**config.mk**
```make
export PLATFORM = sky130hd
export DESIGN_NAME = key_press_encoder
export DESIGN_NICKNAME = d
export VERILOG_FILES = /design/src/rtl/player_input_checker_pkg.sv /design/src/rtl/player_input_checker_key_press_encoder.sv
export SDC_FILE = /design/constraint.sdc
export NUM_CORES = 1
export LEC_CHECK = 0
export BUFFER_PORTS_ARGS = -buffer_cell sky130_fd_sc_hd__buf_2
export CAP_MARGIN = 10
export CORE_AREA = 5 5 42 44
export CTS_BUF_LIST = sky130_fd_sc_hd__clkbuf_4 sky130_fd_sc_hd__clkbuf_8 sky130_fd_sc_hd__clkbuf_16
export DETAILED_ROUTE_END_ITERATION = 6
export DIE_AREA = 0 0 47 49
export GPL_TIMING_DRIVEN = 1
export HOLD_SLACK_MARGIN = 0.06
export SETUP_SLACK_MARGIN = 0.02
export SLEW_MARGIN = 25
export SYNTH_ARGS = -nofsm -noshare
export SYNTH_HDL_FRONTEND = slang
export SYNTH_SLANG_ARGS = --single-unit
```
**constraint.sdc**
```tcl
create_clock -name clock -period 2 [get_ports clock]
set_input_delay 0.4 -clock clock [delete_from_list [all_inputs] [get_ports clock]]
set_output_delay 0.4 -clock clock [all_outputs]
set_load 0.01 [all_outputs]
```
**src/rtl/player_input_checker_pkg.sv**
```systemverilog
// Shared definitions for the player input checker: direction codes,
// FSM state encoding and small key-decoding helpers.
package player_input_checker_pkg;

  // Direction codes, identical to the playback stage's arrow encoding.
  localparam logic [1:0] DIR_UP    = 2'b00;
  localparam logic [1:0] DIR_DOWN  = 2'b01;
  localparam logic [1:0] DIR_LEFT  = 2'b10;
  localparam logic [1:0] DIR_RIGHT = 2'b11;

  typedef enum logic [2:0] {
    S_IDLE         = 3'd0,
    S_WAIT_PRESS   = 3'd1,
    S_WAIT_RELEASE = 3'd2,
    S_PASS         = 3'd3,
    S_FAIL         = 3'd4
  } state_t;

  // Number of buttons currently held.
  function automatic logic [2:0] key_count(input logic [3:0] keys);
    return {2'b00, keys[0]} + {2'b00, keys[1]} + {2'b00, keys[2]} + {2'b00, keys[3]};
  endfunction

  // Direction of the highest held button; only meaningful when exactly one is held.
  function automatic logic [1:0] key_dir(input logic [3:0] keys);
    logic [1:0] d;
    if (keys[3]) begin
      d = DIR_RIGHT;
    end else if (keys[2]) begin
      d = DIR_LEFT;
    end else if (keys[1]) begin
      d = DIR_DOWN;
    end else begin
      d = DIR_UP;
    end
    return d;
  endfunction

endpackage

```
**src/rtl/player_input_checker_key_press_encoder.sv**
```systemverilog
// Turns the debounced key vector into a rising-press event, a single-key
// flag and the encoded direction. Only keys_prev is stateful.
module key_press_encoder
  import player_input_checker_pkg::*;
(
  input  logic       clock,
  input  logic       reset,
  input  logic [3:0] keys,
  output logic       press_evt,
  output logic       one_hot_ok,
  output logic [1:0] dir
);

  logic [3:0] keys_prev;

  // Remember last cycle's keys so a press is seen only when coming from all-released.
  always_ff @(posedge clock or posedge reset) begin
    if (reset) begin
      keys_prev <= 4'b0000;
    end else begin
      keys_prev <= keys;
    end
  end

  assign press_evt  = (keys != 4'b0000) && (keys_prev == 4'b0000);
  assign one_hot_ok = (key_count(keys) == 3'd1);
  assign dir        = key_dir(keys);

endmodule

```
# ---- Yosys cells after proc, flatten, opt, wreduce, memory -nomap -nowiden
# Cells that the tools add are included.
dict set report word_totals {
  regBits 4
  word_cells 11
  in_bits 6
  output_inout_bits 4
}
dict set report classes {
  mux 3
  addsub 3
  n_reduce_logical 3
  n_eq_ne 1
}
# cell count
set op_table {}
lappend op_table {{4-bit logical NOT} 1}
lappend op_table {{2-bit 2-to-1 mux} 2}
lappend op_table {{4-bit nonzero test} 1}
lappend op_table {{2-bit by 1-bit adder with 3-bit output} 1}
lappend op_table {{3-bit by 1-bit adder with 3-bit output} 1}
lappend op_table {{3-bit by 1-bit == test with 1-bit output (second input constant)} 1}
lappend op_table {{1-bit by 1-bit adder with 2-bit output} 1}
lappend op_table {{1-bit logical AND} 1}
lappend op_table {{1-bit 2-to-1 mux} 1}

# ---- Longest topological paths before layout
dict set report depth {
  ltp_word 4
  ltp_mapped 6
  ltp_nobuf 6
}

# ---- Worst setup path before layout
# Ideal clock, no wire load.
dict set report synth_timing {
  path_type {in2out}
  startpoint {in keys[0]}
  endpoint {out one_hot_ok}
  setup_slack_ns -0.166
  n_path_buf 0
  required_time_ns 1.600
  arrival_ns 1.766
  stages 6
  cell_sequence {inv_1 > fa_1 > inv_1 > ha_1 > ha_1 > nor3b_1}
}
dict set report synth_via {
  elab_chain_len 4
}
# element line
set synth_rtl {}
lappend synth_rtl {{start: declaration} player_input_checker_key_press_encoder.sv:8} ;# input logic [3:0] keys,
lappend synth_rtl {{1-bit by 1-bit adder with 2-bit output} player_input_checker_pkg.sv:21} ;# return {2'b00, keys[0]} + {2'b00, keys[1]} + {2'b00, keys[2]} + {2'b00, keys[3]};
lappend synth_rtl {{2-bit by 1-bit adder with 3-bit output} player_input_checker_pkg.sv:21}
lappend synth_rtl {{3-bit by 1-bit adder with 3-bit output} player_input_checker_pkg.sv:21}
lappend synth_rtl {{3-bit by 1-bit == test with 1-bit output} player_input_checker_key_press_encoder.sv:26} ;# assign one_hot_ok = (key_count(keys) == 3'd1);
lappend synth_rtl {{end: declaration} player_input_checker_key_press_encoder.sv:10} ;# output logic one_hot_ok,
# No other way between the ends.

# ---- Worst setup path after layout
dict set report layout_timing {
  startpoint {in keys[1]}
  endpoint {out one_hot_ok}
}
# The elaborated chain is that of the path after synthesis.

==> run_results.csv <==
group,metric,value,unit
layout,nFillCells,154,
run,drv_cap,0,
global_routing,first_global_vias,222,
global_routing,grt_util_met1,5.16,%
layout,design_area,389,µm²
die,coreArea,1400,µm²
die,initial_utilization,15.2,%
timing,setup_viol,1,
die,rows,14,
placement,dpl-instance-area,334,µm²
pwr,p_int,0.190,mW
route,ant_nets,0,
layout,top_regs,"keys_prev x4",
worst_setup_path,crit_fanout,2,
layout,final_common_cell,"buf_2",
worst_setup_path,crit_slowest_cell,"fa_1",
placement,dp_hpwl,416,µm
global_routing,grt_use_total,5.46,%
logic_synthesis,syn-num-nets,30,
pwr,ir_drop,0.379,mV
worst_setup_path,startpoint_type,"input pin",
global_routing,antenna_found_initial,0,
timing,worst_slack,-0.161,ns
layout,area_growth_syn_to_layout,82.9,%
route,wl,477,µm
global_routing,busiest_layer,"met2",
logic_synthesis,yosysSeqAreaShare,47.1,%
timing,fin_crit_sh,108,%
global_routing,gr-usage-met3,3.32,%
pwr,p_comb_share,26.8,%
layout,final_util,27.8,%
worst_setup_path,cp.arrival,1.76,ns
placement,dp.cells,48,
placement,portBuffers,9,
timing,worst_pin_slew,0.154,ns
route,wl_per_cell,9.17,µm
clock_network,clk_path_buf_depth,2,
placement,gp_congestion,0.693,
pwr,powerDensity,636,nW/µm²
pwr,power_switching_share,23.3,%
global_routing,grt_pass1_wl,862,µm
logic_synthesis,yosysUniqueCellTypes,9,
worst_setup_path,slowest_delay,0.52,ns
layout,antenna_cells,0,
global_routing,use_met2,8.14,%
route,first_pass_iters,4,
layout,nets,48,
worst_setup_path,criticalPathCategory,"in -> out",
timing,rsz0062_at_grt,"true",
clock_network,htreeDepth,1,
route,drcViolationCount,0,
status,violations,"negative setup slack",
worst_setup_path,cp-end-kind,"output pin",
route,via_per_inst,3.65,
timing,relSlewSlack,89.7,%
timing,fmaxAchievable,463,MHz
hold_path,min_to,"keys_prev[1]",
logic_synthesis,synth_warnings,0,
timing,setup-tns-final,-0.161,ns
timing,period_needed,2.16,ns
layout,fin_cells,52,
placement,pre_cts_slack,-0.278,ns
logic_synthesis,synth-seq-cells,4,
pwr,seq_power_share,34.9,%
hold_path,min-delay-start,"keys[1]",
die,die_x,47,µm
logic_synthesis,synthCells,20,
worst_setup_path,critPathRequiredTime,1.60,ns
layout,drive_gt1_share,58.3,%
clock_network,cts_tree,"built",
global_routing,grt_max_degree,5,
pwr,p_clk_share,38.3,%
die,die_h,49,µm
clock_network,clock-sinks,4,
clock_network,clk_pin_slew,0.03,ns
pwr,p_sw,0.0576,mW
clock_network,cts_buffers,3,
logic_synthesis,syn_area,213,µm²
timing,whs,0.285,ns
route,vias,190,
layout,largest-register,"keys_prev",
timing,slew_violations,0,
clock_network,cts_setup_buffers,0,
logic_synthesis,avgSynthCellArea,10.6,µm²
pwr,total_power,0.247,mW
die,ios,10,
hold_path,worstHoldPathType,"in -> reg",
layout,final_cell_mix,"buf_2, inv_1, dfrtp_1",
pwr,cellLeakagePower,0.197,nW
status,status,"finished with violations",
timing,finalHoldViolCount,0,
worst_setup_path,crit_path_cell_trace,"buf_8 > inv_4 > fa_1 > inv_1 > ha_2 > ha_4 > nor3b_4 > buf_2",
route,first_iter_violations,3,
hold_path,hold_depth,1,
clock_network,clock-root-buffer,"clkbuf_4",
global_routing,gr-total-overflow,0,
layout,largest_reg_flops,4,
die,dieArea,2300,µm²
power by group through the flow:
stage	clock [mW]	combinational [mW]	sequential [mW]
floorplan	0	0.0378	0.0870
global placement	0	0.0595	0.0872
detailed placement	0	0.0611	0.0874
CTS	0.0994	0.0679	0.0864
global route	0.103	0.0758	0.0865
finish	0.0948	0.0663	0.0863
cells by family (layout without fill, tap and decap cells):
logic type	Yosys count	count (layout)	synth area share, %
AO/OA/AOI/OAI	2	2	4.70
adder cells (fa/ha/maj)	4	4	27.1
buffers and inverters	7	23	12.4
flip-flops	4	4	47.1
AND/OR/NAND/NOR	3	3	8.82
worst max path at each step:
stage | startpoint | to | slack, ns
after floorplan | keys[3] | one_hot_ok | 0.009
after global placement | keys[3] | one_hot_ok | -0.28
after detailed placement | keys[3] | one_hot_ok | -0.28
after CTS | keys[1] | one_hot_ok | -0.18
after global routing | keys[1] | one_hot_ok | -0.22
final | keys[1] | one_hot_ok | -0.16
layer usage:
| layer | vias to the layer above | part of all wire [%] | wire [µm] |
|---|---|---|---|
| met5 | - | 0 | 0 |
| met4 | 0 | 0.84 | 4 |
| met3 | 2 | 12 | 58 |
| met2 | 9 | 49 | 233 |
| met1 | 85 | 38 | 182 |
| li1 | 94 | - | - |
final cells by class:
type,count,area [µm²],share of cell area (%)
Clock buffer,3,22.5,5.79
Inverter,7,36.3,9.32
Multi-Input combinational cell,9,113,28.9
Sequential cell,4,100,25.7
Tap cell,16,20.0,5.14
Timing Repair Buffer,13,97.6,25.1
synth_stat cells, drive strengths merged:
library cell / instances / area, µm²
dfrtp: 4 / 100
nor3b: 1 / 7.51
fa: 1 / 20.0
o21ai: 1 / 5.00
inv: 7 / 26.3
ha: 3 / 37.5
or4: 1 / 7.51
nor2: 1 / 3.75
a21oi: 1 / 5.00
critical path: cells and delay by family:
family	cells	cell delay (ns)
AND/OR/NAND/NOR	1	0.15
adder cells (fa/ha/maj)	3	0.91
buffers and inverters	4	0.30
what timing repair did:
item	CTS	global route
endpoints found under the setup margin	1	1
pin swaps	2	0
endpoints found under the hold margin	4	0
gates cloned	0	0
gates resized for setup	6	1
hold buffers	1	0
(Power assumes the default switching activity.)
